`config.mk`:
```
export PLATFORM = sky130hd
export DESIGN_NAME = stim_stream_gen
export DESIGN_NICKNAME = d
export VERILOG_FILES = /design/src/rtl/stim_stream_gen.sv
export SDC_FILE = /design/constraint.sdc
export NUM_CORES = 1
export LEC_CHECK = 0
export CORE_MARGIN = 2
export CORE_UTILIZATION = 51
export DETAILED_ROUTE_END_ITERATION = 7
export PLACE_DENSITY = 0.74
export SYNTH_ARGS = -nofsm -noshare
export SYNTH_HDL_FRONTEND = slang
export SYNTH_SLANG_ARGS = --single-unit
export TNS_END_PERCENT = 5
```
`constraint.sdc`:
```
create_clock -name CLK -period 2.15 [get_ports CLK]
set_input_delay 0.5375 -clock CLK [delete_from_list [all_inputs] [get_ports CLK]]
set_output_delay 0.5375 -clock CLK [all_outputs]
set_load 0.01 [all_outputs]
```
`src/rtl/stim_stream_gen.sv`:
```
// Stimulus transmitter for the IIR filter input: sample RAM + coefficient file, paced playback, drain, END_SIM.
// Optional build macro STIM_RANDGAP_EN adds an LFSR-driven jitter of 0..3 cycles on each inter-sample gap.
module stim_stream_gen #(
  parameter int NB    = 12,
  parameter int DEPTH = 16,
  parameter int AW    = 4,
  parameter int DRAIN = 8
) (
  input  logic          CLK,
  input  logic          RST_n,
  input  logic          START,
  input  logic [AW:0]   NSAMP,
  input  logic [3:0]    GAP,
  input  logic          LD_WE,
  input  logic [AW-1:0] LD_ADDR,
  input  logic [NB-1:0] LD_DATA,
  input  logic          CFG_WE,
  input  logic [2:0]    CFG_SEL,
  input  logic [NB-1:0] CFG_DATA,
  output logic          VOUT,
  output logic [NB-1:0] DOUT,
  output logic [NB-1:0] a1,
  output logic [NB-1:0] a2,
  output logic [NB-1:0] b0,
  output logic [NB-1:0] b1,
  output logic [NB-1:0] b2,
  output logic          BUSY,
  output logic          END_SIM,
  output logic [1:0]    state_dbg
);

  localparam int DW = $clog2(DRAIN + 1);
`ifdef STIM_RANDGAP_EN
  localparam int GW = 6;
`else
  localparam int GW = 4;
`endif
  localparam logic [AW:0] DEPTH_W = (AW + 1)'(DEPTH);

  typedef enum logic [1:0] {
    S_IDLE  = 2'd0,
    S_PLAY  = 2'd1,
    S_DRAIN = 2'd2,
    S_DONE  = 2'd3
  } state_t;

  state_t        state;
  logic [NB-1:0] mem [DEPTH];
  logic [AW:0]   idx;
  logic [AW:0]   nsamp_q;
  logic [AW:0]   nsamp_clamped;
  logic [3:0]    gap_q;
  logic [GW-1:0] gap_cnt;
  logic [GW-1:0] gap_len;
  logic [DW-1:0] drain_cnt;

  assign state_dbg     = state;
  assign nsamp_clamped = (NSAMP > DEPTH_W) ? DEPTH_W : NSAMP;

`ifdef STIM_RANDGAP_EN
  logic [7:0] lfsr;
  assign gap_len = {2'b00, gap_q} + {4'b0000, lfsr[1:0]};
`else
  assign gap_len = gap_q;
`endif

  // RAM is only writable in IDLE, including the cycle START is sampled.
  always_ff @(posedge CLK) begin
    if (RST_n && state == S_IDLE && LD_WE) begin
      mem[LD_ADDR] <= LD_DATA;
    end
  end

  always_ff @(posedge CLK) begin
    if (!RST_n) begin
      state     <= S_IDLE;
      VOUT      <= 1'b0;
      DOUT      <= '0;
      a1        <= '0;
      a2        <= '0;
      b0        <= '0;
      b1        <= '0;
      b2        <= '0;
      BUSY      <= 1'b0;
      END_SIM   <= 1'b0;
      idx       <= '0;
      nsamp_q   <= '0;
      gap_q     <= '0;
      gap_cnt   <= '0;
      drain_cnt <= '0;
`ifdef STIM_RANDGAP_EN
      lfsr      <= 8'hA5;
`endif
    end else begin
      VOUT <= 1'b0;
      case (state)
        S_IDLE: begin
          if (CFG_WE) begin
            case (CFG_SEL)
              3'd0:    b0 <= CFG_DATA;
              3'd1:    b1 <= CFG_DATA;
              3'd2:    b2 <= CFG_DATA;
              3'd3:    a1 <= CFG_DATA;
              3'd4:    a2 <= CFG_DATA;
              default: ;
            endcase
          end
          if (START) begin
            gap_q     <= GAP;
            idx       <= '0;
            gap_cnt   <= '0;
            drain_cnt <= '0;
            nsamp_q   <= nsamp_clamped;
`ifdef STIM_RANDGAP_EN
            lfsr      <= 8'hA5;
`endif
            state     <= (NSAMP == '0) ? S_DRAIN : S_PLAY;
          end
        end
        S_PLAY: begin
          BUSY <= 1'b1;
          if (gap_cnt == '0) begin
            VOUT    <= 1'b1;
            DOUT    <= mem[idx[AW-1:0]];
            gap_cnt <= gap_len;
            idx     <= idx + 1'b1;
`ifdef STIM_RANDGAP_EN
            lfsr    <= {lfsr[6:0], lfsr[7] ^ lfsr[5] ^ lfsr[4] ^ lfsr[3]};
`endif
            // Last sample goes straight to drain; no trailing gap.
            if (idx == nsamp_q - 1'b1) begin
              state     <= S_DRAIN;
              drain_cnt <= '0;
            end
          end else begin
            gap_cnt <= gap_cnt - 1'b1;
          end
        end
        S_DRAIN: begin
          if (drain_cnt == DW'(DRAIN)) begin
            state   <= S_DONE;
            BUSY    <= 1'b0;
            END_SIM <= 1'b1;
          end else begin
            BUSY      <= 1'b1;
            drain_cnt <= drain_cnt + 1'b1;
          end
        end
        S_DONE: ;
        default: state <= S_IDLE;
      endcase
    end
  end

endmodule

```
==> results.rst, run 1 <==
.. list-table::
   :header-rows: 1

   * - Metric
     - Value
   * - Period Utilization, post-route
     - 95.7%
   * - Die Span X
     - 155 microns
   * - Worst path required time
     - 1610 ps
   * - Type of element launching the critical path
     - flop
   * - Number of flip-flops and latches in the synthesized netlist
     - 291
   * - Vert. Die Dim
     - 155 microns
   * - Share of async-settable or async-resettable flops after synthesis
     - 0%
   * - Post-synth cell types
     - 47
   * - Pin count of the biggest net entering global routing
     - 66
   * - Classification of the worst-slack hold path
     - reg -> reg
   * - Max transition margin
     - 54.9%
   * - Switching power
     - 3.07 mW
   * - Total power divided by cell area
     - 918 mW/mm^2
   * - CTS tree
     - yes
   * - Crit path capture type
     - primary output
   * - Post-Synthesis Mean Instance Area
     - 15.3 sq um
   * - Area added between synthesis and finish
     - 25.3%
   * - Number of enable flip-flop cells after synthesis
     - 192
   * - TritonRoute pass-1 iters
     - 5
   * - Slowest stage cell on the critical path
     - sky130_fd_sc_hd__clkdlybuf4s50_1
   * - Critical path arrival
     - 1520 ps
   * - Site Rows
     - 55
   * - Library cell occupying the most area in the post-synthesis netlist
     - sky130_fd_sc_hd__edfxtp_1
   * - I/O pin total
     - 122
   * - Leak
     - 4.87 nW
   * - Antenna diodes
     - 0
   * - Global-route wire length before repair
     - 37800 microns
   * - Area share of the leading cell type in the synthesized netlist
     - 49.8%
   * - Filler cell count
     - 1603
   * - Count of final hold-check violations
     - 0
   * - Count of antenna-violating nets left after detailed routing
     - 0
   * - # resized after CTS
     - 0
   * - Number of CTS-inserted buffers
     - 29
   * - Run status
     - finished clean
   * - DRC errors left
     - 0
   * - Clock root buffer
     - sky130_fd_sc_hd__clkbuf_16
   * - Vias in the first global route
     - 6689
   * - H-tree depth reported by CTS
     - 1
   * - Cells taking the most area after synthesis
     - sky130_fd_sc_hd__edfxtp_1 (50%), sky130_fd_sc_hd__dfxtp_1 (17%), sky130_fd_sc_hd__mux4_2 (7.4%)
   * - Highest routing layer actually used
     - met4
   * - Combinational share of power
     - 13.8%
   * - # port buffers
     - 121
   * - Area of the die
     - 0.0239 sq mm
   * - Vias per cell
     - 5.42
   * - Cell area after placement
     - 0.0135 sq mm
   * - Sw Share
     - 23.1%
   * - Number of buffers inserted by hold repair at cts
     - 0
   * - Wire length on met1
     - 10700 microns
   * - Post-detailed-route wirelength per cell
     - 19.5 microns
   * - IR Drop Worst-Case VDD
     - 777 uV
   * - Post-synthesis instance total
     - 755
   * - Ranking of synthesized cells by instance count
     - sky130_fd_sc_hd__edfxtp_1 (192), sky130_fd_sc_hd__nand2_1 (108), sky130_fd_sc_hd__dfxtp_1 (99), sky130_fd_sc_hd__nor2b_1 (42), sky130_fd_sc_hd__mux4_2 (38)
   * - Overall global routing resource usage
     - 20.4%
   * - Clk network pwr share
     - 39.3%
   * - Cell Count Post-Placement
     - 1183
   * - Routed wire length on met3
     - 1410 microns
   * - Final Critical Period
     - 2060 ps
   * - Design Area, Final
     - 0.0145 sq mm
   * - Final Max Tran Viols
     - 0
   * - Post-CTS Setup Inserts
     - 0
   * - Setup Viol. Count Final
     - 0
   * - Worst-path fanout max
     - 3
   * - Setup skew after layout
     - 14.2 ps
   * - Total power consumption of the routed design
     - 13.3 mW
   * - Clock slew at reported path FFs
     - 60 ps
   * - Total congestion overflow after global routing
     - 0
   * - Area of the core
     - 0.0224 sq mm
   * - Final Util
     - 64.7%
   * - YS warnings
     - 0
   * - Layout cell share with drive strength beyond 1
     - 17.0%
   * - Initial antenna violation count
     - 0
   * - Post-detailed-routing wire length
     - 24200 microns
   * - Most instantiated library cell after synthesis
     - sky130_fd_sc_hd__edfxtp_1
   * - Crit Path Class
     - reg -> out
   * - Slew @ Worst Pin
     - 674 ps
   * - Final-layout worst hold slack
     - 444 ps
   * - Gpl congestion
     - 0.860
   * - Maximum clock frequency
     - 486 MHz
   * - Routed met2 length
     - 11700 microns
   * - Via count of the routed design
     - 6704
   * - Number of DRC violations after detailed-routing iteration 0
     - 405
   * - HPWL after DPL
     - 16400 microns
   * - Clock buffer depth
     - 3
   * - Total standard cell area after synthesis
     - 0.0116 sq mm
   * - Maximum single-stage delay on the critical path
     - 540 ps
   * - Seq/Total Area, Yosys
     - 66.9%
   * - Initial standard-cell utilization of the core
     - 51.6%
   * - Syn_nets
     - 809
   * - Reported max-cap violation count
     - 0
   * - Setup repair after global routing missed its margin
     - yes
   * - Count of clock tree sinks
     - 291
   * - Worst-skew pair later-pin latency
     - 540 ps
   * - Number of non-filler instances in the completed layout
     - 1236
   * - Sequential cell fraction of total power
     - 46.9%
   * - List of cells traversed by the critical path
     - buf_4 -> clkdlybuf4s50_1
   * - Most used flip-flop cell after synthesis
     - sky130_fd_sc_hd__edfxtp_1
   * - Final-stage net count
     - 983
   * - Internal Dissipation
     - 10.2 mW
## placed cells by master, fill, tap and decap left out, types with 5 or more instances in the layout
cell and count:
sky130_fd_sc_hd__inv_1 15, sky130_fd_sc_hd__a21boi_0 35, sky130_fd_sc_hd__nor2_1 28, sky130_fd_sc_hd__clkbuf_16 29, sky130_fd_sc_hd__and2_1 6, sky130_fd_sc_hd__mux2i_1 37, sky130_fd_sc_hd__clkinv_1 8, sky130_fd_sc_hd__mux4_1 21
sky130_fd_sc_hd__mux4_2 39, sky130_fd_sc_hd__o21ai_1 12, sky130_fd_sc_hd__nand4_1 5, sky130_fd_sc_hd__dfxtp_1 97, sky130_fd_sc_hd__clkdlybuf4s50_1 120, sky130_fd_sc_hd__ha_1 9, sky130_fd_sc_hd__bufinv_16 6, sky130_fd_sc_hd__buf_12 6
sky130_fd_sc_hd__nor2b_1 42, sky130_fd_sc_hd__xor2_1 5, sky130_fd_sc_hd__o21ai_0 6, sky130_fd_sc_hd__buf_4 57, sky130_fd_sc_hd__nand3b_1 5, sky130_fd_sc_hd__nand2_1 108, sky130_fd_sc_hd__clkinv_2 7, sky130_fd_sc_hd__edfxtp_1 192
## power by group through the flow
stage,registers [mW],clock network [mW],logic [mW]
6_report,6.24,5.24,1.83
5_1_grt,6.26,5.54,2.02
4_1_cts,6.25,5.34,1.85
3_5_place_dp,6.36,0,1.83
3_3_place_gp,6.36,0,1.80
2_1_floorplan,6.41,0,0.999
## logic make-up after synthesis
group                      Yosys count  share of synthesized area (%)
DFF                                291                           66.9
and+or+nand+nor                    219                           8.92
muxes                               97                           15.6
AOI/OAI and AO/OA                   74                           4.49
buffers and inverters               56                           2.45
xor gates and xnor gates             9                          0.681
adders and majority gates            9                          0.972
## flip-flops by register name, indices dropped and copies added, names as in the netlist
name and count:
DOUT 12, BUSY 1, b2 12, nsamp_q 5
idx 5, state_dbg 2, a2 12, drain_cnt 4
mem 192, gap_len 4, b1 12, gap_cnt 4
b0 12, END_SIM 1, a1 12, VOUT 1
## worst max-delay path: cells and delay by family (launching register included)
| kind | cells | cell delay, ps |
|---|---|---|
| buffers and inverters | 2 | 660 |
| DFF | 1 | 320 |
## through the flow
stage,setup WS [ps],setup TNS [ps]
2_1_floorplan,-127,-4440
3_3_place_gp,-183,-13550
3_5_place_dp,-238,-23040
4_1_cts,38.7,0
5_1_grt,-18.2,-65.9
6_report,93.1,0
## routing by layer
metal,up-vias,GRT usage (%)
met5,-,0
met4,0,4.01
met3,31,3.81
met2,208,34.1
met1,3295,28.5
li1,3170,-
## layout make-up
type                    instances  area [sq um]  share of cell area, %
repair buffers                184          1750                   12.1
well taps                     285           357                   2.46
clock buffers                  30           739                   5.10
multi-input cells             408          3590                   24.7
flip-flops and latches        291          7750                   53.4
clock inverters                23           260                   1.79
inverters                      15          56.3                  0.388
## worst paths after layout
path              cells past startpoint  slack, ps                 startpoint              endpoint
setup / recovery                      2         90  state_dbg[1]$_SDFFE_PN0P_          state_dbg[1]
hold / removal                        2        440       DOUT[6]$_SDFFE_PN0P_  DOUT[6]$_SDFFE_PN0P_
setup reg to reg                      6        110        idx[0]$_SDFFE_PN0P_  DOUT[3]$_SDFFE_PN0P_
hold reg to reg                       2        440       DOUT[6]$_SDFFE_PN0P_  DOUT[6]$_SDFFE_PN0P_
Note: power is estimated with default switching activity, not from simulation.
==> run 2, diff against run 1 <==
--- a/config.mk
+++ b/config.mk
@@ -6,9 +6,9 @@
 export NUM_CORES = 1
 export LEC_CHECK = 0
 export CORE_MARGIN = 2
-export CORE_UTILIZATION = 51
+export CORE_UTILIZATION = 39
 export DETAILED_ROUTE_END_ITERATION = 7
-export PLACE_DENSITY = 0.74
+export PLACE_DENSITY = 0.59
 export SYNTH_ARGS = -nofsm -noshare
 export SYNTH_HDL_FRONTEND = slang
 export SYNTH_SLANG_ARGS = --single-unit
==> results.rst, run 2 (synthesis gave the netlist of run 1 again) <==
.. list-table::
   :header-rows: 1

   * - Metric
     - Value
   * - Max transition margin
     - 54.7% (-0.17 points)
   * - Largest delay contributor family on the critical path
     - multiplexers
   * - # resized after CTS
     - 0 (unchanged)
   * - Internal Dissipation
     - 9.89 mW (-3.4%)
   * - Via count of the routed design
     - 6627 (-1.1%)
   * - Antenna diodes
     - 0 (unchanged)
   * - Post-detailed-route wirelength per cell
     - 18.5 microns (-5.4%)
   * - Crit path capture type
     - flop
   * - Sw Share
     - 23.8% (+0.76 points)
   * - Total power divided by cell area
     - 890 mW/mm^2 (-3.0%)
   * - Slowest stage cell on the critical path
     - sky130_fd_sc_hd__mux4_2
   * - Initial antenna violation count
     - 0 (unchanged)
   * - Post-detailed-routing wire length
     - 24700 microns (+2.1%)
   * - Total negative slack
     - 0 ps (unchanged)
   * - Reported max-cap violation count
     - 0 (unchanged)
   * - Number of DRC violations after detailed-routing iteration 0
     - 369 (-8.9%)
   * - Final-stage net count
     - 977 (-0.61%)
   * - H-tree depth reported by CTS
     - 1 (unchanged)
   * - Type of element launching the critical path
     - flop
   * - Switching power
     - 3.09 mW (+0.71%)
   * - Number of buffers and inverters on the critical path
     - 1 (-1)
   * - Worst-path fanout max
     - 25 (+22)
   * - TritonRoute pass-1 iters
     - 4 (-1)
   * - HPWL after DPL
     - 17100 microns (+4.4%)
   * - Worst path required time
     - 2570 ps (+960 ps)
   * - Die Span X
     - 176 microns (+14%)
   * - Layout cell share with drive strength beyond 1
     - 16.0% (-1.0 points)
   * - Setup Viol. Count Final
     - 0 (unchanged)
   * - Maximum single-stage delay on the critical path
     - 580 ps (+40 ps)
   * - Top library cells by usage in the layout, fill and taps aside
     - sky130_fd_sc_hd__edfxtp_1 (192), sky130_fd_sc_hd__clkdlybuf4s50_1 (120), sky130_fd_sc_hd__nand2_1 (108), sky130_fd_sc_hd__dfxtp_1 (97), sky130_fd_sc_hd__buf_4 (44)
   * - List of cells traversed by the critical path
     - buf_12 -> mux4_2 -> mux4_2 -> nand2_1 -> o21ai_1
   * - Number of buffers inserted by hold repair at cts
     - 0 (unchanged)
   * - Site Rows
     - 63 (+15%)
   * - Slew @ Worst Pin
     - 677 ps (+2.49 ps)
   * - Most common cell after layout, fill and taps aside
     - sky130_fd_sc_hd__edfxtp_1
   * - Cell repeated most along the worst path
     - sky130_fd_sc_hd__mux4_2
   * - Count of final hold-check violations
     - 0 (unchanged)
   * - Number of CTS-inserted buffers
     - 30 (+3.4%)
   * - Classification of the worst-slack hold path
     - reg -> reg
   * - Vert. Die Dim
     - 176 microns (+14%)
   * - CTS tree
     - yes
   * - DRC errors left
     - 0 (unchanged)
   * - Count of antenna-violating nets left after detailed routing
     - 0 (unchanged)
   * - Gpl congestion
     - 0.819 (-4.7%)
   * - IR Drop Worst-Case VDD
     - 637 uV (-18%)
   * - Crit Path Class
     - reg -> reg
   * - Total congestion overflow after global routing
     - 0 (unchanged)
   * - Final Util
     - 49.6% (-15 points)
   * - Area of the core
     - 0.0294 sq mm (+31%)
   * - Sequential cell fraction of total power
     - 48.2% (+1.3 points)
   * - Final Critical Period
     - 2050 ps (-2.47 ps)
   * - Clock slew at reported path FFs
     - 60 ps (about the same)
   * - Overall global routing resource usage
     - 15.9% (-4.6 points)
   * - Combinational share of power
     - 14.0% (+0.2 points)
   * - Global-route wire length before repair
     - 38400 microns (+1.7%)
   * - Area added between synthesis and finish
     - 26.0%
   * - Setup repair after global routing missed its margin
     - no
   * - Clk network pwr share
     - 37.8% (-1.5 points)
   * - Worst-skew pair later-pin latency
     - 550 ps (about the same)
   * - Biggest register
     - mem
   * - Final Max Tran Viols
     - 0 (unchanged)
   * - Clock buffer depth
     - 3 (unchanged)
   * - Post-CTS Setup Inserts
     - 0 (unchanged)
   * - I/O pin total
     - 122 (unchanged)
   * - Period Utilization, post-route
     - 95.6% (-0.12 points)
   * - Vias per cell
     - 4.97 (-8.4%)
   * - Initial standard-cell utilization of the core
     - 39.4% (-12 points)
   * - Critical path arrival
     - 2480 ps (+960 ps)
   * - Count of clock tree sinks
     - 291 (unchanged)
   * - Vias in the first global route
     - 6574 (-1.7%)
   * - Number of flip-flops in the largest register
     - 192 (unchanged)
   * - Maximum clock frequency
     - 487 MHz (+0.12%)
   * - Pin count of the biggest net entering global routing
     - 62 (-6.1%)
   * - # port buffers
     - 121 (unchanged)
   * - Setup skew after layout
     - 8.79 ps (-5.38 ps)
   * - Run status
     - finished clean
   * - Area of the die
     - 0.0311 sq mm (+30%)
   * - Clock root buffer
     - sky130_fd_sc_hd__clkbuf_16
   * - Leak
     - 4.83 nW (-0.87%)
-- run 2: cell count changes in the layout (fill, tap and decap cells not counted), moves of 2 or more --
cell	previous run	this run
sky130_fd_sc_hd__buf_4	57	44
sky130_fd_sc_hd__buf_12	6	11
sky130_fd_sc_hd__bufinv_16	6	1
sky130_fd_sc_hd__clkbuf_8	1	6
sky130_fd_sc_hd__clkbuf_1	0	3
sky130_fd_sc_hd__clkinv_1	8	6
sky130_fd_sc_hd__clkinvlp_4	2	0
-- run 2: cell type report --
| class | count | area [sq um] |
|---|---|---|
| Fill cell | 2487 | 14800 |
| Inverter | 15 | 56.3 |
| Tap cell | 390 | 488 |
| Clock inverter | 14 | 98.8 |
| Clock buffer | 39 | 845 |
| Multi-Input combinational cell | 409 | 3590 |
| Timing Repair Buffer | 176 | 1760 |
| Sequential cell | 291 | 7750 |
-- run 2: worst paths after layout --
check | slack (ps) | startpoint | to | cells after the start
setup / recovery | 100 | idx[0]$_SDFFE_PN0P_ | DOUT[10]$_SDFFE_PN0P_ | 5
hold / removal | 450 | DOUT[7]$_SDFFE_PN0P_ | DOUT[7]$_SDFFE_PN0P_ | 2
setup reg to reg | 100 | idx[0]$_SDFFE_PN0P_ | DOUT[10]$_SDFFE_PN0P_ | 5
hold reg to reg | 450 | DOUT[7]$_SDFFE_PN0P_ | DOUT[7]$_SDFFE_PN0P_ | 2
-- run 2: through the flow --
step                hold WS [ps]  std cells  setup WS (ps)  power, mW  instance area [sq um]
floorplan                    443        755           -127       7.40                  11600
global placement             434       1280           -319       8.18                  13600
detailed placement           441       1280           -318       8.20                  13600
CTS                          450       1333           70.2       13.1                  14600
global route                 476       1334           6.11       13.6                  14600
finish                       447       1334           95.6       13.0                  14600
-- run 2: power groups by stage --
stage	combinational [mW]	sequential, mW	clock [mW]
floorplan	0.999	6.41	0
global placement	1.81	6.37	0
detailed placement	1.83	6.38	0
CTS	1.84	6.26	5.05
global route	2.00	6.28	5.28
finish	1.82	6.26	4.91
-- run 2: worst reg2reg max path, delay by kind of cell, from the launching register on --
kind / cells / cell delay, ps
multiplexers: 2 / 1120
flip-flops: 1 / 420
buffers and inverters: 1 / 240
AND/OR/NAND/NOR: 1 / 90
AO/OA/AOI/OAI: 1 / 60
-- run 2: layer usage --
metal	global-route usage, %	share of wire [%]	vias up
li1	-	-	3167
met1	23.3	47	3268
met2	25.2	46	162
met3	2.54	5.3	30
met4	3.17	1.7	0
met5	0	0	-
